File: src/rtl/asyalu_drv_pkg.sv
// Shared types and defaults for the synchronous driver of the dual-rail async ALU.
// Provides the handshake FSM state encoding and the watchdog counter sizing helper.
package asyalu_drv_pkg;

  localparam int OP_W_DEF   = 4;
  localparam int DATA_W_DEF = 4;

  typedef enum logic [2:0] {
    IDLE,
    REQ,
    RTZ,
    CLR,
    DONE
  } state_e;

  // Bits needed to hold a count from 0 up to and including 'cycles'.
  function automatic int tmo_w(input int cycles);
    return $clog2(cycles + 1);
  endfunction

endpackage

File: src/rtl/asyalu_sync.sv
// Multi-flop synchroniser bringing a single asynchronous level into the clock domain.
// All stages clear to 0 on synchronous reset.
module asyalu_sync #(
  parameter int STAGES = 2
) (
  input  logic clk,
  input  logic rst,
  input  logic d,
  output logic q
);

  logic [STAGES-1:0] chain_q;

  // NOTE: sequential state is written only with non-blocking assignments so every
  // stage samples the value its neighbour held before the edge.
  always_ff @(posedge clk) begin
    if (rst) chain_q <= '0;
    else     chain_q <= {chain_q[STAGES-2:0], d};
  end

  assign q = chain_q[STAGES-1];

endmodule

File: src/rtl/asyalu_sync_driver.sv
// Clocked 4-phase handshake master for the dual-rail async ALU (start/ack, clr_n).
// Optional per-phase watchdog with ALU clear pulse is enabled by ASYALU_TIMEOUT_EN.
module asyalu_sync_driver
  import asyalu_drv_pkg::*;
#(
  parameter int OP_W           = OP_W_DEF,
  parameter int DATA_W         = DATA_W_DEF,
  parameter int SYNC_STAGES    = 2,
  parameter int TIMEOUT_CYCLES = 64,
  parameter int CLR_CYCLES     = 4
) (
  input  logic              clk_i,
  input  logic              rst_i,
  input  logic              cmd_valid_i,
  input  logic [OP_W-1:0]   cmd_op_i,
  output logic              cmd_ready_o,
  output logic              alu_start_o,
  output logic [OP_W-1:0]   alu_op_o,
  output logic              alu_clr_n_o,
  input  logic              alu_ack_i,
  input  logic [DATA_W-1:0] alu_dout_i,
  input  logic              alu_flag_i,
  output logic              res_valid_o,
  input  logic              res_ready_i,
  output logic [DATA_W-1:0] res_data_o,
  output logic              res_flag_o,
  output logic              res_err_o
);

  if (SYNC_STAGES < 2 || TIMEOUT_CYCLES < 1 || CLR_CYCLES < 1) begin : g_bad_cfg
    $error("asyalu_sync_driver: SYNC_STAGES must be >= 2 and cycle limits >= 1");
  end

  state_e            state_q, state_d;
  logic              ack_s;
  logic              accept, capture;
  logic              start_q, clr_n_q, flag_q;
  logic [OP_W-1:0]   op_q;
  logic [DATA_W-1:0] data_q;

  asyalu_sync #(.STAGES(SYNC_STAGES)) u_ack_sync (
    .clk (clk_i),
    .rst (rst_i),
    .d   (alu_ack_i),
    .q   (ack_s)
  );

  assign accept  = (state_q == IDLE) && cmd_valid_i;
  assign capture = (state_q == REQ) && ack_s;

`ifdef ASYALU_TIMEOUT_EN
  localparam int TMO_W = tmo_w(TIMEOUT_CYCLES);
  localparam int CLR_W = tmo_w(CLR_CYCLES);

  logic [TMO_W-1:0] tmo_cnt_q;
  logic [CLR_W-1:0] clr_cnt_q;
  logic             tmo_hit, clr_done, err_q;

  assign tmo_hit  = (tmo_cnt_q == TMO_W'(TIMEOUT_CYCLES - 1));
  assign clr_done = (clr_cnt_q == CLR_W'(CLR_CYCLES - 1));

  // Both counters restart on every state change, so each phase gets a full budget.
  always_ff @(posedge clk_i) begin
    if (rst_i || state_d != state_q) begin
      tmo_cnt_q <= '0;
      clr_cnt_q <= '0;
    end else begin
      if (state_q == REQ || state_q == RTZ) tmo_cnt_q <= tmo_cnt_q + 1'b1;
      if (state_q == CLR)                   clr_cnt_q <= clr_cnt_q + 1'b1;
    end
  end

  always_ff @(posedge clk_i) begin
    if (rst_i)                          err_q <= 1'b0;
    else if (capture)                   err_q <= 1'b0;
    else if (state_q == CLR && clr_done) err_q <= 1'b1;
  end

  assign res_err_o = err_q;
`else
  assign res_err_o = 1'b0;
`endif

  // NOTE: state_d gets its default before the case so no path leaves it unassigned,
  // which would otherwise infer a latch.
  always_comb begin
    state_d = state_q;
    unique case (state_q)
      IDLE: if (cmd_valid_i) state_d = REQ;
      REQ: begin
        if (ack_s) state_d = RTZ;
`ifdef ASYALU_TIMEOUT_EN
        else if (tmo_hit) state_d = CLR;
`endif
      end
      RTZ: begin
        if (!ack_s) state_d = DONE;
`ifdef ASYALU_TIMEOUT_EN
        else if (tmo_hit) state_d = CLR;
`endif
      end
      CLR: begin
`ifdef ASYALU_TIMEOUT_EN
        if (clr_done) state_d = DONE;
`else
        state_d = IDLE;
`endif
      end
      DONE: if (res_ready_i) state_d = IDLE;
      default: state_d = IDLE;
    endcase
  end

  // start and clr_n are registered from the next state so the ALU sees glitch-free levels.
  always_ff @(posedge clk_i) begin
    if (rst_i) begin
      state_q <= IDLE;
      start_q <= 1'b0;
      clr_n_q <= 1'b0;
      op_q    <= '0;
      data_q  <= '0;
      flag_q  <= 1'b0;
    end else begin
      state_q <= state_d;
      start_q <= (state_d == REQ);
      clr_n_q <= (state_d != CLR);
      if (accept) op_q <= cmd_op_i;
      if (capture) begin
        data_q <= alu_dout_i;
        flag_q <= alu_flag_i;
      end
`ifdef ASYALU_TIMEOUT_EN
      if (state_q == CLR && clr_done) begin
        data_q <= '0;
        flag_q <= 1'b0;
      end
`endif
    end
  end

  assign cmd_ready_o = (state_q == IDLE) && !rst_i;
  assign res_valid_o = (state_q == DONE);
  assign alu_start_o = start_q;
  assign alu_op_o    = op_q;
  assign alu_clr_n_o = clr_n_q;
  assign res_data_o  = data_q;
  assign res_flag_o  = flag_q;

endmodule
File: config.mk
export PLATFORM = sky130hd
export DESIGN_NAME = asyalu_sync_driver
export DESIGN_NICKNAME = d
export VERILOG_FILES = /design/src/rtl/asyalu_drv_pkg.sv /design/src/rtl/asyalu_sync.sv /design/src/rtl/asyalu_sync_driver.sv
export SDC_FILE = /design/constraint.sdc
export NUM_CORES = 1
export LEC_CHECK = 0
export BUFFER_PORTS_ARGS = -buffer_cell sky130_fd_sc_hd__clkbuf_2
export CAP_MARGIN = 20
export CORE_MARGIN = 3
export CORE_UTILIZATION = 41
export CTS_CLUSTER_DIAMETER = 120
export CTS_CLUSTER_SIZE = 20
export DETAILED_ROUTE_END_ITERATION = 10
export PLACE_DENSITY = 0.82
export SYNTH_ARGS = -nofsm -noshare
export SYNTH_HDL_FRONTEND = slang
export SYNTH_HIERARCHICAL = 1
export SYNTH_SLANG_ARGS = --single-unit
File: constraint.sdc
create_clock -name clk_i -period 1.2 [get_ports clk_i]
set_input_delay 0.24 -clock clk_i [delete_from_list [all_inputs] [get_ports clk_i]]
set_output_delay 0.24 -clock clk_i [all_outputs]
set_load 0.01 [all_outputs]
**Word level (Yosys, flattened, before mapping)**

Index checks and enable logic that the tools add are counted.

- Multiply operators: 0
- Div/mod/pow operators: 0
- Reduce and logical (&&, ||, !) cells: 5
- Shift operators: 0
- Bitwise logic cells: 0
- Equality and inequality tests: 5
- Order comparisons: 0
- Add/subtract/negate cells: 0
- Multiplexer cells: 5

Operators by type and width:

| cell | count |
|---|---|
| two-way mux 3 bit | 4 |
| case mux 3 bit (4 select lines) | 1 |
| == test 3 x 1 -> 1 bit, second input constant | 2 |
| == test 3 x 2 -> 1 bit, second input constant | 1 |
| == test 3 bit, second input constant | 1 |
| logical AND 1 bit | 3 |
| zero test 3 bit | 1 |
| inequality test 3 x 2 -> 1 bit, second input constant | 1 |
| zero test 1 bit | 1 |

- Output and inout bits: 14
- Memory bits (read-only): 0
- Register bits: 16
- Bits in latches: 0
- Memories kept: 0
- Memory bits (writable): 0
- Word-level logic and storage cells: 22
- Bits of input ports: 14

**Longest topological paths before layout**

Gate-level depths: netlist of the first run.

- Word-level depth: 3
- Gate-level depth with buffers: 4
- Depth with buffers taken out: 2

**By module**

The synthesis of the first run kept the hierarchy.

By module, submodules not included:

| module | seq. area each (µm²) | cells each | instances | area each (µm²) |
|---|---|---|---|---|
| asyalu_sync_driver | 280.3 | 63 | 1 | 678.2 |
| asyalu_sync | 40.0 | 4 | 1 | 52.6 |

**Least setup slack after synthesis of the first run**

No wires, ideal clock.

- Path type: register to output
- Start: register state_q[2]
- End: output cmd_ready_o
- Cell stages (with the launch flop): 3
- Arrival time: 0.861 ns
- Path slack: 0.099 ns
- Buffers on the path: 1
- Data required time: 0.960 ns
- Cells stage by stage: dfxtp_1 buf_6 nor4_1

- Longest elaborated chain between the ends: 2

RTL lines:

| item | RTL line | source |
|---|---|---|
| from (decl) | asyalu_sync_driver.sv:34 | `state_e state_q, state_d;` |
| from (signal assigned) | asyalu_sync_driver.sv:124 | `state_q <= state_d;` |
| zero test 3 bit | asyalu_sync_driver.sv:141 | `assign cmd_ready_o = (state_q == IDLE) && !rst_i;` |
| logical AND 1 bit | asyalu_sync_driver.sv:141 |  |
| to (decl) | asyalu_sync_driver.sv:16 | `output logic cmd_ready_o,` |

No other way between the ends.

**Final worst setup path of the first run**

Ends and elaborated chain as after synthesis.

==> results of run 1 <==
-- sequential cells by signal, summed over array words and instances, names as in the netlist --
register,flops
res_data_o,4
alu_op_o,4
alu_start_o,1
alu_clr_n_o,1
state_q,3
u_ack_sync/chain_q,2
res_flag_o,1
-- where the power goes --
part	internal, W	switching, W	total [W]
combinational	0.0000847	0.0000670	0.000152
sequential	0.000551	0.0000146	0.000565
clock	0.000185	0.000163	0.000348
-- synthesized netlist by cell type (2+ instances only) --
library cell and n:
sky130_fd_sc_hd__nand2b_1 20, sky130_fd_sc_hd__dfxtp_1 16, sky130_fd_sc_hd__mux2i_1 9, sky130_fd_sc_hd__buf_6 4
sky130_fd_sc_hd__a2111oi_0 2, sky130_fd_sc_hd__clkbuf_1 2, sky130_fd_sc_hd__nor2b_1 2, sky130_fd_sc_hd__or3b_1 2
-- logic make-up after synthesis --
logic type	after synthesis	synth area share
AO/OA/AOI/OAI	3	0.0411
XOR/XNOR	1	0.0120
AND/OR/NAND/NOR	29	0.293
multiplexers	9	0.123
buffers and inverters	8	0.0873
flip-flops	16	0.438
other	1	0.00513
-- how the worst max path moves through the flow --
| stage | endpoint | slack [ns] | start | depth (start not counted) |
|---|---|---|---|---|
| 6_report | cmd_ready_o | -0.09 | state_q[2] | 2 |
| 3_5_place_dp | alu_start_o | -0.06 | state_q[0] | 2 |
| 5_1_grt | cmd_ready_o | -0.16 | state_q[2] | 2 |
| 2_1_floorplan | cmd_ready_o | 0.1 | state_q[2] | 2 |
| 3_3_place_gp | res_data_o[3] | 0.04 | state_q[0] | 2 |
| 4_1_cts | cmd_ready_o | -0.12 | state_q[1] | 2 |
-- metrics by stage --
stage               utilization  power [W]
global route              0.599    0.00112
global placement          0.531   0.000710
finish                    0.599    0.00106
floorplan                     -   0.000669
CTS                       0.592    0.00107
detailed placement        0.531   0.000715
-- cell type report --
class	count	share of cell area
clock buffer	4	0.0380
inverter	1	0.00393
multi-input combinational	43	0.384
sequential	16	0.347
tap	24	0.0315
timing repair buffer	33	0.195
-- routing by layer --
metal | vias to the layer above | GRT usage | wire length, µm
met4 | 0 | 0.0645 | 17
li1 | 281 | - | -
met1 | 242 | 0.166 | 559
met2 | 21 | 0.208 | 601
met5 | - | 0 | 0
met3 | 2 | 0.0443 | 132
-- critical path: cells and delay by family (launching register included) --
family,cells,cell delay (ns)
simple gates,1,0.23
flops,1,0.37
buf+inv,1,0.17
-- placed cells by master (no fill, tap or decap), drive strengths merged, types with 2 or more instances in the layout --
cell type   n
nor2b       2
a2111oi     2
nand2b     20
dfxtp      16
clkbuf     29
or3b        2
buf         8
nor4b       2
mux2i       9
-- repair_timing --
action                     CTS  global route
hold buffers                 0             0
setup buffers                4             1
setup endpoints to repair    4            10
hold endpoints to repair     0             0
resized for setup           10             2
pin swaps                    2             2
==> flow_summary.html, run 1 <==
<table>
<tr><th>Metric</th><th>Value</th></tr>
<tr><th colspan="2">Finish</th></tr>
<tr><td>Area of the multi-input gates</td><td>367 µm²</td></tr>
<tr><td>Final non-filler cell area</td><td>955 µm²</td></tr>
<tr><td>Finished Layout Cells</td><td>121</td></tr>
<tr><td>Fraction of final layout cells sized beyond drive strength 1</td><td>0.454</td></tr>
<tr><td>Net count of the finished layout</td><td>112</td></tr>
<tr><td>Storage cell area</td><td>332 µm²</td></tr>
<tr><td>Antenna Cells</td><td>0</td></tr>
<tr><td>Fill cell count</td><td>132</td></tr>
<tr><td>Area growth, synth to finish</td><td>30.7%</td></tr>
<tr><th colspan="2">Timing</th></tr>
<tr><td>Minimum clock period</td><td>1.29 ns</td></tr>
<tr><td>Final slew viol count</td><td>0</td></tr>
<tr><td>Highest Clock Rate</td><td>775 MHz</td></tr>
<tr><td>Final period util</td><td>1.08</td></tr>
<tr><td>Post-route worst hold slack</td><td>0.190 ns</td></tr>
<tr><td>Final Skew</td><td>0.00348 ns</td></tr>
<tr><td>Final-report hold violation count</td><td>0</td></tr>
<tr><td>Finish-stage setup viols</td><td>4</td></tr>
<tr><td>RSZ-0062 raised after global routing</td><td>yes</td></tr>
<tr><td>Setup slack after layout</td><td>-0.0905 ns</td></tr>
<tr><td>Sum of negative setup slack</td><td>-0.198 ns</td></tr>
<tr><th colspan="2">Pwr</th></tr>
<tr><td>Worst-case vdd ir drop</td><td>0.681 mV</td></tr>
<tr><td>Cell area power density</td><td>1120 nW/µm²</td></tr>
<tr><td>Leakage power summed over all cells</td><td>0.414 nW</td></tr>
<tr><th colspan="2">Logic synthesis</th></tr>
<tr><td>Number of enable flip-flop cells after synthesis</td><td>0</td></tr>
<tr><td>Share of the yosys chip area belonging to registers</td><td>0.438</td></tr>
<tr><td>Largest cells by area after synthesis</td><td>sky130_fd_sc_hd__dfxtp_1, sky130_fd_sc_hd__nand2b_1, sky130_fd_sc_hd__mux2i_1</td></tr>
<tr><td>Most used flip-flop cell after synthesis</td><td>sky130_fd_sc_hd__dfxtp_1</td></tr>
<tr><td>Mean post-synth cell area</td><td>10.9 µm²</td></tr>
<tr><td>Cells after synthesis</td><td>67</td></tr>
<tr><td>Post-Synthesis Net Count</td><td>81</td></tr>
<tr><td>Fraction of synthesized cell area taken by the top area cell type</td><td>0.438</td></tr>
<tr><td>Post-synth cell types</td><td>18</td></tr>
<tr><td>Number of flip-flops and latches in the synthesized netlist</td><td>16</td></tr>
<tr><td>Post-synthesis instance area</td><td>731 µm²</td></tr>
<tr><td>Warnings from Yosys</td><td>6</td></tr>
<tr><td>Cell type with the highest aggregate area in the netlist</td><td>sky130_fd_sc_hd__dfxtp_1</td></tr>
<tr><td>Synth async-reset ratio</td><td>0</td></tr>
<tr><th colspan="2">Floorplanning</th></tr>
<tr><td>Number of I/O pins</td><td>28</td></tr>
<tr><td>Starting density of the core</td><td>0.458</td></tr>
<tr><td>Die height</td><td>48.2 µm</td></tr>
<tr><td>Horizontal die dimension</td><td>48.2 µm</td></tr>
<tr><td>Core area</td><td>1590 µm²</td></tr>
<tr><td>Count of standard-cell rows</td><td>14</td></tr>
<tr><td>Die Footprint</td><td>2320 µm²</td></tr>
<tr><th colspan="2">Clock tree</th></tr>
<tr><td>Clock-pin slew of the registers on the worst-case setup and hold paths</td><td>0.09 ns</td></tr>
<tr><td>Cts bufs inserted</td><td>3</td></tr>
<tr><td>Worst-skew pair later-pin latency</td><td>0.28 ns</td></tr>
<tr><td>Clock sink total</td><td>16</td></tr>
<tr><td>Worst-case clock buffer depth</td><td>2</td></tr>
<tr><td>CTS H-tree lvls</td><td>1</td></tr>
<tr><td>TritonCTS clock tree</td><td>done</td></tr>
<tr><td>Root buf cell</td><td>sky130_fd_sc_hd__clkbuf_4</td></tr>
<tr><th colspan="2">Critical path</th></tr>
<tr><td>Cell with the biggest individual delay on the critical path</td><td>sky130_fd_sc_hd__dfxtp_4</td></tr>
<tr><td>Register-to-Register Path Depth</td><td>3</td></tr>
<tr><td>Launch instance of the worst register-to-register path</td><td>state_q[0]</td></tr>
<tr><td>Required @ worst endpoint</td><td>0.96 ns</td></tr>
<tr><td>Largest stage delay on the critical path</td><td>0.37 ns</td></tr>
<tr><td>Arrival time worst endpoint</td><td>1.05 ns</td></tr>
<tr><td>Type of the worst setup path</td><td>reg2out</td></tr>
<tr><td>Critical path startpoint category</td><td>register</td></tr>
<tr><td>Ordered cell list for the critical path</td><td>nor4_4 -&gt; buf_2</td></tr>
<tr><td>Nature of the critical path endpoint</td><td>primary output</td></tr>
<tr><td>Destination of the worst register-to-register timing path</td><td>alu_start_o</td></tr>
<tr><td>Crit Path Max Fanout</td><td>6</td></tr>
<tr><td>Worst setup slack for register-to-register paths</td><td>-0.02 ns</td></tr>
<tr><th colspan="2">Placed design</th></tr>
<tr><td>Area after DPL</td><td>846 µm²</td></tr>
<tr><td>Weighted congestion reported at the end of routability-driven placement</td><td>0.702</td></tr>
<tr><td>Placed Cells incl. Taps</td><td>112</td></tr>
<tr><td>Pre-CTS worst setup slack</td><td>-0.0615 ns</td></tr>
<tr><td>Final HPWL from detailed placement</td><td>955 µm</td></tr>
<tr><td>Quantity of I/O buffers inserted on ports</td><td>26</td></tr>
<tr><th colspan="2">Global route</th></tr>
<tr><td>Largest net degree at the start of global routing</td><td>16</td></tr>
<tr><td>Total overflow reported by the global router</td><td>0</td></tr>
<tr><td>Gr usage total</td><td>0.134</td></tr>
<tr><td>First-pass GRT wire length</td><td>2150 µm</td></tr>
<tr><td>Number of antenna violations at the first check in global routing</td><td>0</td></tr>
<tr><td>Via count of the first global-routing pass</td><td>490</td></tr>
<tr><th colspan="2">Routing</th></tr>
<tr><td>Number of vias in the routed layout</td><td>546</td></tr>
<tr><td>Vias/cell</td><td>4.51</td></tr>
<tr><td>Remaining antenna violation count after routing</td><td>0</td></tr>
<tr><td>DR WL/cell</td><td>10.8 µm</td></tr>
<tr><td>Detailed Route WL</td><td>1310 µm</td></tr>
<tr><td>Number of violations reported at the end of detailed-routing iteration 0</td><td>4</td></tr>
<tr><td>Residual DRC</td><td>0</td></tr>
<tr><td>Pre-antenna DRT Iters</td><td>4</td></tr>
<tr><th colspan="2">Run</th></tr>
<tr><td>MaxCap Viol Count</td><td>0</td></tr>
<tr><th colspan="2">Hold path</th></tr>
<tr><td>Hold/Removal Path Class</td><td>in2reg</td></tr>
<tr><td>Launch instance of the worst min-delay path</td><td>alu_dout_i[0]</td></tr>
<tr><td>Hold Path End</td><td>res_data_o[0]</td></tr>
<tr><td>Cells on Worst Hold Path</td><td>3</td></tr>
<tr><th colspan="2">Run status</th></tr>
<tr><td>Violations in the final reports</td><td>negative setup slack</td></tr>
<tr><td>Run status</td><td>finished, violations left</td></tr>
</table>
Power figures use the tool's default switching activity.
==> run 2: changes to the inputs <==
Settings changed: ABC_AREA set to 1, CORE_UTILIZATION 41 to 45, PLACE_DENSITY 0.82 to 0.86, REMOVE_ABC_BUFFERS set to 1.
Clock period 1.2 ns to 1.4 ns, I/O delays scaled along.
==> run 2 against run 1 <==
Compared with the run above:
- the flow now finishes without violations
- synthesized area decreased by 6.2%
- combinational power decreased by 8%
- core utilization increased by 4.9 points
- clock-buffer cell count unchanged
- global-route usage increased by 3.1 points
- register-to-register slack improved by 0.36 ns
- power decreased by 12%
- setup slack improved by 0.12 ns
- routed wire length increased by 9.7%
- clock power decreased by 13%
- final cell count increased by 14%
- sequential cell count unchanged
- critical path type unchanged
==> flow_summary.html, run 2 <==
<table>
<tr><th>Metric</th><th>Value</th></tr>
<tr><th colspan="2">Run status</th></tr>
<tr><td>Run status</td><td>complete, no violations</td></tr>
<tr><th colspan="2">Finish</th></tr>
<tr><td>Net count of the finished layout</td><td>138 (+23%)</td></tr>
<tr><td>Most common library cell in the layout ignoring fill and taps</td><td>sky130_fd_sc_hd__clkbuf_2</td></tr>
<tr><td>Antenna Cells</td><td>0 (unchanged)</td></tr>
<tr><td>Storage cell area</td><td>324 µm² (-2.3%)</td></tr>
<tr><td>Fill cell count</td><td>150 (+14%)</td></tr>
<tr><td>Fraction of final layout cells sized beyond drive strength 1</td><td>0.341 (-0.112)</td></tr>
<tr><td>Post-Route Utilization</td><td>0.648 (+0.0495)</td></tr>
<tr><td>Final non-filler cell area</td><td>886 µm² (-7.2%)</td></tr>
<tr><td>Most frequent cells in the layout</td><td>sky130_fd_sc_hd__clkbuf_2, sky130_fd_sc_hd__nor2_1, sky130_fd_sc_hd__inv_1</td></tr>
<tr><td>Area growth, synth to finish</td><td>29.2%</td></tr>
<tr><td>Area of the multi-input gates</td><td>298 µm² (-19%)</td></tr>
<tr><th colspan="2">Placed design</th></tr>
<tr><td>Area after DPL</td><td>835 µm² (-1.3%)</td></tr>
<tr><td>Quantity of I/O buffers inserted on ports</td><td>26 (unchanged)</td></tr>
<tr><td>Weighted congestion reported at the end of routability-driven placement</td><td>0.779 (+11%)</td></tr>
<tr><td>Final HPWL from detailed placement</td><td>1040 µm (+8.6%)</td></tr>
<tr><td>Pre-CTS worst setup slack</td><td>0.306 ns (+0.368 ns)</td></tr>
<tr><th colspan="2">Logic synthesis</th></tr>
<tr><td>Cells after synthesis</td><td>93 (+39%)</td></tr>
<tr><td>Cell types with the highest counts after synthesis</td><td>sky130_fd_sc_hd__nor2_1, sky130_fd_sc_hd__dfxtp_1, sky130_fd_sc_hd__inv_1</td></tr>
<tr><td>Xor and xnor fraction of the mapped netlist area</td><td>0 (-0.0120)</td></tr>
<tr><td>Most used flip-flop cell after synthesis</td><td>sky130_fd_sc_hd__dfxtp_1</td></tr>
<tr><td>Synth async-reset ratio</td><td>0 (unchanged)</td></tr>
<tr><td>Area fraction in compound gates after synthesis</td><td>0.0219 (-0.0192)</td></tr>
<tr><td>Share of cell area taken by muxes after synthesis</td><td>0 (-0.123)</td></tr>
<tr><td>Number of enable flip-flop cells after synthesis</td><td>0 (unchanged)</td></tr>
<tr><td>Post-synthesis instance area</td><td>686 µm² (-6.2%)</td></tr>
<tr><td>Mean post-synth cell area</td><td>7.37 µm² (-32%)</td></tr>
<tr><td>Most repeated cell in the gate-level netlist after synthesis</td><td>sky130_fd_sc_hd__nor2_1</td></tr>
<tr><td>Area share of fa/ha/maj cells after synthesis</td><td>0 (unchanged)</td></tr>
<tr><td>Largest family of logic cells by synthesized area</td><td>simple AND/OR/NAND/NOR gates</td></tr>
<tr><td>Fraction of synthesized cell area taken by the top area cell type</td><td>0.467 (+0.0288)</td></tr>
<tr><td>Post-synth cell types</td><td>17 (-1)</td></tr>
<tr><td>Number of flip-flops and latches in the synthesized netlist</td><td>16 (unchanged)</td></tr>
<tr><td>Largest cells by area after synthesis</td><td>sky130_fd_sc_hd__dfxtp_1, sky130_fd_sc_hd__nor2_1, sky130_fd_sc_hd__inv_1</td></tr>
<tr><td>Cell type with the highest aggregate area in the netlist</td><td>sky130_fd_sc_hd__dfxtp_1</td></tr>
<tr><td>Share of the yosys chip area belonging to registers</td><td>0.467 (+0.0288)</td></tr>
<tr><td>Warnings from Yosys</td><td>6 (unchanged)</td></tr>
<tr><td>Post-Synth Simple-Gate Area</td><td>0.391 (+0.0977)</td></tr>
<tr><th colspan="2">Pwr</th></tr>
<tr><td>Proportion of total power due to net switching</td><td>0.258 (+0.0282)</td></tr>
<tr><td>Power Internal</td><td>0.000698 W (-15%)</td></tr>
<tr><td>Leakage power summed over all cells</td><td>0.467 nW (+13%)</td></tr>
<tr><td>Cell area power density</td><td>1060 nW/µm² (-4.8%)</td></tr>
<tr><td>Worst-case vdd ir drop</td><td>0.568 mV (-17%)</td></tr>
<tr><td>Switching power</td><td>0.000242 W (-0.89%)</td></tr>
<tr><td>Logic gate share of total power</td><td>0.149 (+0.007)</td></tr>
<tr><td>Portion of total power attributed to sequential cells</td><td>0.528 (-0.003)</td></tr>
<tr><td>Clock network fraction of total power</td><td>0.323 (-0.004)</td></tr>
<tr><th colspan="2">Critical path</th></tr>
<tr><td>Crit Path Max Fanout</td><td>5 (-1)</td></tr>
<tr><td>Required @ worst endpoint</td><td>1.12 ns (+0.16 ns)</td></tr>
<tr><td>Ordered cell list for the critical path</td><td>nor4_2 -&gt; buf_2</td></tr>
<tr><td>Critical Path Source</td><td>state_q[1]</td></tr>
<tr><td>Arrival time worst endpoint</td><td>1.10 ns (+0.05 ns)</td></tr>
<tr><td>Register-to-Register Path Depth</td><td>6 (+3)</td></tr>
<tr><td>Largest stage delay on the critical path</td><td>0.38 ns (about the same)</td></tr>
<tr><td>Critical path startpoint category</td><td>register</td></tr>
<tr><td>Worst setup slack for register-to-register paths</td><td>0.34 ns (+0.36 ns)</td></tr>
<tr><td>Cell with the biggest individual delay on the critical path</td><td>sky130_fd_sc_hd__dfxtp_2</td></tr>
<tr><td>Launch instance of the worst register-to-register path</td><td>state_q[2]</td></tr>
<tr><td>Destination of the worst register-to-register timing path</td><td>res_flag_o</td></tr>
<tr><td>Nature of the critical path endpoint</td><td>primary output</td></tr>
<tr><td>Type of the worst setup path</td><td>reg2out</td></tr>
<tr><th colspan="2">Floorplanning</th></tr>
<tr><td>Number of I/O pins</td><td>28 (unchanged)</td></tr>
<tr><td>Core area</td><td>1370 µm² (-14%)</td></tr>
<tr><td>Die Footprint</td><td>2030 µm² (-13%)</td></tr>
<tr><td>Starting density of the core</td><td>0.502 (+0.0434)</td></tr>
<tr><td>Horizontal die dimension</td><td>45.0 µm (-6.6%)</td></tr>
<tr><td>Count of standard-cell rows</td><td>13 (-1)</td></tr>
<tr><td>Die height</td><td>45.0 µm (-6.6%)</td></tr>
<tr><th colspan="2">Clock tree</th></tr>
<tr><td>Worst-skew pair later-pin latency</td><td>0.29 ns (about the same)</td></tr>
<tr><td>Hold buffer count at cts</td><td>0 (unchanged)</td></tr>
<tr><td>CTS H-tree lvls</td><td>1 (unchanged)</td></tr>
<tr><td>Root buf cell</td><td>sky130_fd_sc_hd__clkbuf_4</td></tr>
<tr><td>Cts bufs inserted</td><td>3 (unchanged)</td></tr>
<tr><td>Worst-case clock buffer depth</td><td>2 (unchanged)</td></tr>
<tr><td>TritonCTS clock tree</td><td>done</td></tr>
<tr><td>Clock-pin slew of the registers on the worst-case setup and hold paths</td><td>0.09 ns (about the same)</td></tr>
<tr><td>Postcts setup bufs</td><td>0 (-4)</td></tr>
<tr><td>CTS resizes</td><td>1 (-9)</td></tr>
<tr><td>Clock sink total</td><td>16 (unchanged)</td></tr>
<tr><th colspan="2">Routing</th></tr>
<tr><td>Number of vias in the routed layout</td><td>641 (+17%)</td></tr>
<tr><td>Detailed Route WL</td><td>1440 µm (+9.7%)</td></tr>
<tr><td>Pre-antenna DRT Iters</td><td>4 (unchanged)</td></tr>
<tr><td>DR WL/cell</td><td>10.4 µm (-3.8%)</td></tr>
<tr><td>Vias/cell</td><td>4.64 (+2.9%)</td></tr>
<tr><td>Residual DRC</td><td>0 (unchanged)</td></tr>
<tr><td>Number of violations reported at the end of detailed-routing iteration 0</td><td>8 (+4)</td></tr>
<tr><td>Remaining antenna violation count after routing</td><td>0 (unchanged)</td></tr>
<tr><th colspan="2">Global route</th></tr>
<tr><td>Via count of the first global-routing pass</td><td>555 (+13%)</td></tr>
<tr><td>Gr usage total</td><td>0.165 (+0.0307)</td></tr>
<tr><td>Largest net degree at the start of global routing</td><td>11 (-5)</td></tr>
<tr><td>Total overflow reported by the global router</td><td>0 (unchanged)</td></tr>
<tr><td>First-pass GRT wire length</td><td>2330 µm (+8.4%)</td></tr>
<tr><td>Number of antenna violations at the first check in global routing</td><td>0 (unchanged)</td></tr>
<tr><th colspan="2">Timing</th></tr>
<tr><td>Highest Clock Rate</td><td>727 MHz</td></tr>
<tr><td>Finish-stage setup viols</td><td>0 (-4)</td></tr>
<tr><td>Setup slack after layout</td><td>0.0246 ns (+0.115 ns)</td></tr>
<tr><td>RSZ-0062 raised after global routing</td><td>yes</td></tr>
<tr><td>Final Skew</td><td>0.00183 ns (-0.00165 ns)</td></tr>
<tr><td>Final-report hold violation count</td><td>0 (unchanged)</td></tr>
<tr><td>Minimum clock period</td><td>1.38 ns</td></tr>
<tr><td>Final period util</td><td>0.982</td></tr>
<tr><td>Final slew viol count</td><td>0 (unchanged)</td></tr>
<tr><th colspan="2">Hold path</th></tr>
<tr><td>Hold Path End</td><td>u_ack_sync/chain_q[0]</td></tr>
<tr><td>Launch instance of the worst min-delay path</td><td>alu_ack_i</td></tr>
<tr><td>Hold/Removal Path Class</td><td>in2reg</td></tr>
<tr><td>Cells on Worst Hold Path</td><td>3 (unchanged)</td></tr>
<tr><th colspan="2">Run</th></tr>
<tr><td>MaxCap Viol Count</td><td>0 (unchanged)</td></tr>
</table>
-- run 2: changes by cell type in the layout (fill, tap and decap cells not counted), moves of 5 or more --
| cell | change |
|---|---|
| sky130_fd_sc_hd__nor2_1 | +19 |
| sky130_fd_sc_hd__nand3b_1 | +6 |
| sky130_fd_sc_hd__nand2_1 | +15 |
| sky130_fd_sc_hd__nand2b_1 | -20 |
| sky130_fd_sc_hd__mux2i_1 | -9 |
| sky130_fd_sc_hd__buf_4 | -5 |
| sky130_fd_sc_hd__inv_1 | +15 |
-- run 2: area by class of cell --
cell class	count	area share
sequential	16	0.366
multi-input combinational	57	0.336
timing repair buffer	27	0.155
inverter	19	0.0805
clock buffer	4	0.0410
tap	15	0.0212
-- run 2: kinds of logic (layout without fill, tap and decap cells) --
family | after synthesis | count (layout)
buffers and inverters | 20 | 50
AOI/OAI and AO/OA | 3 | 3
and+or+nand+nor | 53 | 53
DFF | 16 | 16
other | 1 | 1
-- run 2: worst max path at each step --
stage	end	slack, ns	cells past startpoint
floorplan	res_valid_o	0.26	2
finish	cmd_ready_o	0.02	2
global route	cmd_ready_o	-0.06	2
CTS	cmd_ready_o	0.02	2
global placement	cmd_ready_o	0.32	2
detailed placement	cmd_ready_o	0.31	2
-- run 2: metrics by stage --
step / instances / hold WS [ns] / TNS, ns / power [W]
2_1_floorplan: 92 / 0.349 / 0 / 0.000588
3_3_place_gp: 134 / 0.402 / 0 / 0.000639
3_5_place_dp: 134 / 0.408 / 0 / 0.000643
4_1_cts: 138 / 0.167 / 0 / 0.000947
5_1_grt: 138 / 0.167 / -0.0588 / 0.000996
6_report: 138 / 0.167 / 0 / 0.000940
-- run 2: critical path, delay by kind of cell, from the launching register on --
kind                   cells  cell delay (ns)
flip-flops                 1             0.38
AND/OR/NAND/NOR            1             0.26
buffers and inverters      1             0.17
-- run 2: routing by layer --
layer	up-vias	global-route usage	part of all wire
met5	-	0	0
met4	0	0.123	0.029
met3	5	0.0478	0.065
met2	20	0.243	0.48
met1	271	0.200	0.43
li1	345	-	-
-- run 2: power by group through the flow --
| stage | combinational (W) | clock (W) | sequential (W) |
|---|---|---|---|
| 2_1_floorplan | 0.0000749 | 0 | 0.000513 |
| 3_3_place_gp | 0.000135 | 0 | 0.000504 |
| 3_5_place_dp | 0.000138 | 0 | 0.000505 |
| 4_1_cts | 0.000140 | 0.000313 | 0.000494 |
| 5_1_grt | 0.000161 | 0.000335 | 0.000499 |
| 6_report | 0.000140 | 0.000304 | 0.000496 |
==> run 3: changes to the inputs <==
Settings changed: BUFFER_PORTS_ARGS -buffer_cell sky130_fd_sc_hd__clkbuf_2 to not set, CORE_UTILIZATION 45 to 52, DONT_BUFFER_PORTS set to 1, PLACE_DENSITY 0.86 to 0.78.
==> run 3 against run 2 <==
Compared with the run above:
- first-iteration DRC count stayed put
- design area is 13% lower
- clock-buffer cell count stayed put
- hold slack worse by 0.12 ns
- critical path type unchanged
==> flow_summary.html, run 3 (same netlist as run 2, synthesis figures left out) <==
<table>
<tr><th>Metric</th><th>Value</th></tr>
<tr><th colspan="2">Run status</th></tr>
<tr><td>Run status</td><td>complete, no violations</td></tr>
<tr><th colspan="2">Finish</th></tr>
<tr><td>Most frequent cells in the layout</td><td>sky130_fd_sc_hd__nor2_1, sky130_fd_sc_hd__inv_1, sky130_fd_sc_hd__nand2_1</td></tr>
<tr><td>Most common library cell in the layout ignoring fill and taps</td><td>sky130_fd_sc_hd__nor2_1</td></tr>
<tr><td>Area growth, synth to finish</td><td>11.9%</td></tr>
<tr><td>Antenna Cells</td><td>0 (unchanged)</td></tr>
<tr><td>Fill cell count</td><td>103 (-31%)</td></tr>
<tr><td>Fraction of final layout cells sized beyond drive strength 1</td><td>0.172 (-0.170)</td></tr>
<tr><td>Net count of the finished layout</td><td>114 (-17%)</td></tr>
<tr><td>Final non-filler cell area</td><td>767 µm² (-13%)</td></tr>
<tr><th colspan="2">Timing</th></tr>
<tr><td>Sum of negative setup slack</td><td>0 ns (unchanged)</td></tr>
<tr><td>Final-report hold violation count</td><td>0 (unchanged)</td></tr>
<tr><td>Final slew viol count</td><td>0 (unchanged)</td></tr>
<tr><td>Final period util</td><td>0.959 (-0.0237)</td></tr>
<tr><td>Finish-stage setup viols</td><td>0 (unchanged)</td></tr>
<tr><td>Highest Clock Rate</td><td>745 MHz (+2.5%)</td></tr>
<tr><td>Minimum clock period</td><td>1.34 ns (-0.0332 ns)</td></tr>
<tr><td>Setup slack after layout</td><td>0.0578 ns (+0.0332 ns)</td></tr>
<tr><td>Final Skew</td><td>0.00113 ns (-0.000698 ns)</td></tr>
<tr><td>RSZ-0062 raised after global routing</td><td>yes</td></tr>
<tr><th colspan="2">Hold path</th></tr>
<tr><td>Hold Path End</td><td>state_q[0]</td></tr>
<tr><td>Hold/Removal Path Class</td><td>in2reg</td></tr>
<tr><td>Launch instance of the worst min-delay path</td><td>rst_i</td></tr>
<tr><td>Cells on Worst Hold Path</td><td>1 (-2)</td></tr>
<tr><th colspan="2">Routing</th></tr>
<tr><td>Vias/cell</td><td>5.04 (+8.6%)</td></tr>
<tr><td>Residual DRC</td><td>0 (unchanged)</td></tr>
<tr><td>Detailed Route WL</td><td>1250 µm (-13%)</td></tr>
<tr><td>Wire length on met2</td><td>562 µm (-18%)</td></tr>
<tr><td>Remaining antenna violation count after routing</td><td>0 (unchanged)</td></tr>
<tr><td>Total length of routed met3 wires</td><td>98 µm (+4.3%)</td></tr>
<tr><td>Met1 layer wirelength in the final routing</td><td>564 µm (-8.0%)</td></tr>
<tr><td>Number of violations reported at the end of detailed-routing iteration 0</td><td>8 (unchanged)</td></tr>
<tr><td>Number of vias in the routed layout</td><td>570 (-11%)</td></tr>
<tr><td>Top layer reached by signal wires</td><td>met4</td></tr>
<tr><td>DR WL/cell</td><td>11.1 µm (+6.3%)</td></tr>
<tr><td>Pre-antenna DRT Iters</td><td>4 (unchanged)</td></tr>
<tr><th colspan="2">Floorplanning</th></tr>
<tr><td>Count of standard-cell rows</td><td>12 (-1)</td></tr>
<tr><td>Die height</td><td>42.3 µm (-6.1%)</td></tr>
<tr><td>Die Footprint</td><td>1790 µm² (-12%)</td></tr>
<tr><td>Core area</td><td>1170 µm² (-14%)</td></tr>
<tr><td>Starting density of the core</td><td>0.585 (+0.0836)</td></tr>
<tr><td>Number of I/O pins</td><td>28 (unchanged)</td></tr>
<tr><td>Horizontal die dimension</td><td>42.3 µm (-6.1%)</td></tr>
<tr><th colspan="2">Clock tree</th></tr>
<tr><td>Cts bufs inserted</td><td>3 (unchanged)</td></tr>
<tr><td>CTS H-tree lvls</td><td>1 (unchanged)</td></tr>
<tr><td>Worst-skew pair later-pin latency</td><td>0.28 ns (about the same)</td></tr>
<tr><td>TritonCTS clock tree</td><td>done</td></tr>
<tr><td>Postcts setup bufs</td><td>0 (unchanged)</td></tr>
<tr><td>Clock-pin slew of the registers on the worst-case setup and hold paths</td><td>0.09 ns (about the same)</td></tr>
<tr><td>Root buf cell</td><td>sky130_fd_sc_hd__clkbuf_4</td></tr>
<tr><td>Clock sink total</td><td>16 (unchanged)</td></tr>
<tr><td>Worst-case clock buffer depth</td><td>2 (unchanged)</td></tr>
<tr><th colspan="2">Placed design</th></tr>
<tr><td>Quantity of I/O buffers inserted on ports</td><td>0 (-100%)</td></tr>
<tr><td>Weighted congestion reported at the end of routability-driven placement</td><td>0.779 (about the same)</td></tr>
<tr><td>Pre-CTS worst setup slack</td><td>0.317 ns (+0.0106 ns)</td></tr>
<tr><td>Area after DPL</td><td>718 µm² (-14%)</td></tr>
<tr><td>Final HPWL from detailed placement</td><td>936 µm (-9.7%)</td></tr>
<tr><th colspan="2">Pwr</th></tr>
<tr><td>Worst-case vdd ir drop</td><td>0.714 mV (+26%)</td></tr>
<tr><td>Leakage power summed over all cells</td><td>0.361 nW (-23%)</td></tr>
<tr><td>Cell area power density</td><td>1170 nW/µm² (+9.8%)</td></tr>
<tr><th colspan="2">Run</th></tr>
<tr><td>MaxCap Viol Count</td><td>0 (unchanged)</td></tr>
<tr><th colspan="2">Critical path</th></tr>
<tr><td>Arrival time worst endpoint</td><td>1.06 ns (-0.04 ns)</td></tr>
<tr><td>Launch instance of the worst register-to-register path</td><td>state_q[2]</td></tr>
<tr><td>Critical path startpoint category</td><td>register</td></tr>
<tr><td>Nature of the critical path endpoint</td><td>primary output</td></tr>
<tr><td>Crit Path Max Fanout</td><td>5 (unchanged)</td></tr>
<tr><td>Worst setup slack for register-to-register paths</td><td>0.34 ns (about the same)</td></tr>
<tr><td>Register-to-Register Path Depth</td><td>6 (unchanged)</td></tr>
<tr><td>Destination of the worst register-to-register timing path</td><td>res_flag_o</td></tr>
<tr><td>Required @ worst endpoint</td><td>1.12 ns (about the same)</td></tr>
<tr><td>Type of the worst setup path</td><td>reg2out</td></tr>
<tr><th colspan="2">Global route</th></tr>
<tr><td>Gr usage total</td><td>0.156 (-0.00894)</td></tr>
<tr><td>First-pass GRT wire length</td><td>2130 µm (-8.3%)</td></tr>
<tr><td>Total overflow reported by the global router</td><td>0 (unchanged)</td></tr>
<tr><td>Via count of the first global-routing pass</td><td>509 (-8.3%)</td></tr>
<tr><td>Number of antenna violations at the first check in global routing</td><td>0 (unchanged)</td></tr>
<tr><td>Largest net degree at the start of global routing</td><td>11 (unchanged)</td></tr>
</table>
==> run 3: how the worst max path moves through the flow <==
| stage | from | end | cells past startpoint |
|---|---|---|---|
| 2_1_floorplan | state_q[2] | res_valid_o | 2 |
| 3_3_place_gp | state_q[1] | cmd_ready_o | 2 |
| 3_5_place_dp | state_q[1] | cmd_ready_o | 2 |
| 4_1_cts | state_q[0] | cmd_ready_o | 2 |
| 5_1_grt | state_q[1] | cmd_ready_o | 2 |
| 6_report | state_q[1] | cmd_ready_o | 2 |
==> run 3: routing by layer <==
layer	vias up	track usage
met2	28	0.243
met5	-	0
li1	296	-
met3	3	0.0343
met4	0	0.0932
met1	243	0.193
==> run 3: what timing repair did <==
| action | CTS | global route |
|---|---|---|
| gates cloned | 0 | 0 |
| endpoints found under the setup margin | 1 | 2 |
| hold buffers | 0 | 0 |
| gates resized for setup | 1 | 4 |
==> run 3: worst max-delay path: stages, from the launching register on <==
cell                      delay [ns]
sky130_fd_sc_hd__dfxtp_4        0.38
sky130_fd_sc_hd__nor4_2         0.24
sky130_fd_sc_hd__buf_4          0.16
==> run 3: final cells by class <==
type | instances | area (µm²) | area share
Clock buffer | 4 | 36.3 | 0.0473
Timing Repair Buffer | 3 | 22.5 | 0.0294
Sequential cell | 16 | 327 | 0.426
Multi-Input combinational cell | 57 | 293 | 0.382
Tap cell | 14 | 17.5 | 0.0228
Inverter | 19 | 71.3 | 0.0930
==> run 3: where the power goes <==
| part | internal, W | leakage [nW] | switching, W | total, W |
|---|---|---|---|---|
| registers | 0.000478 | 0.133 | 0.0000264 | 0.000505 |
| clock network | 0.000158 | 0.0210 | 0.000138 | 0.000296 |
| logic | 0.0000371 | 0.207 | 0.0000559 | 0.0000930 |
| total | 0.000674 | 0.361 | 0.000220 | 0.000894 |
==> run 3: metrics by stage <==
step	util	cells	hold slack (ns)	power (W)
floorplan	-	92	0.349	0.000588
global placement	0.613	109	0.352	0.000606
detailed placement	0.613	109	0.355	0.000609
CTS	0.645	113	0.0426	0.000909
global route	0.655	113	0.0320	0.000948
finish	0.655	113	0.0507	0.000894
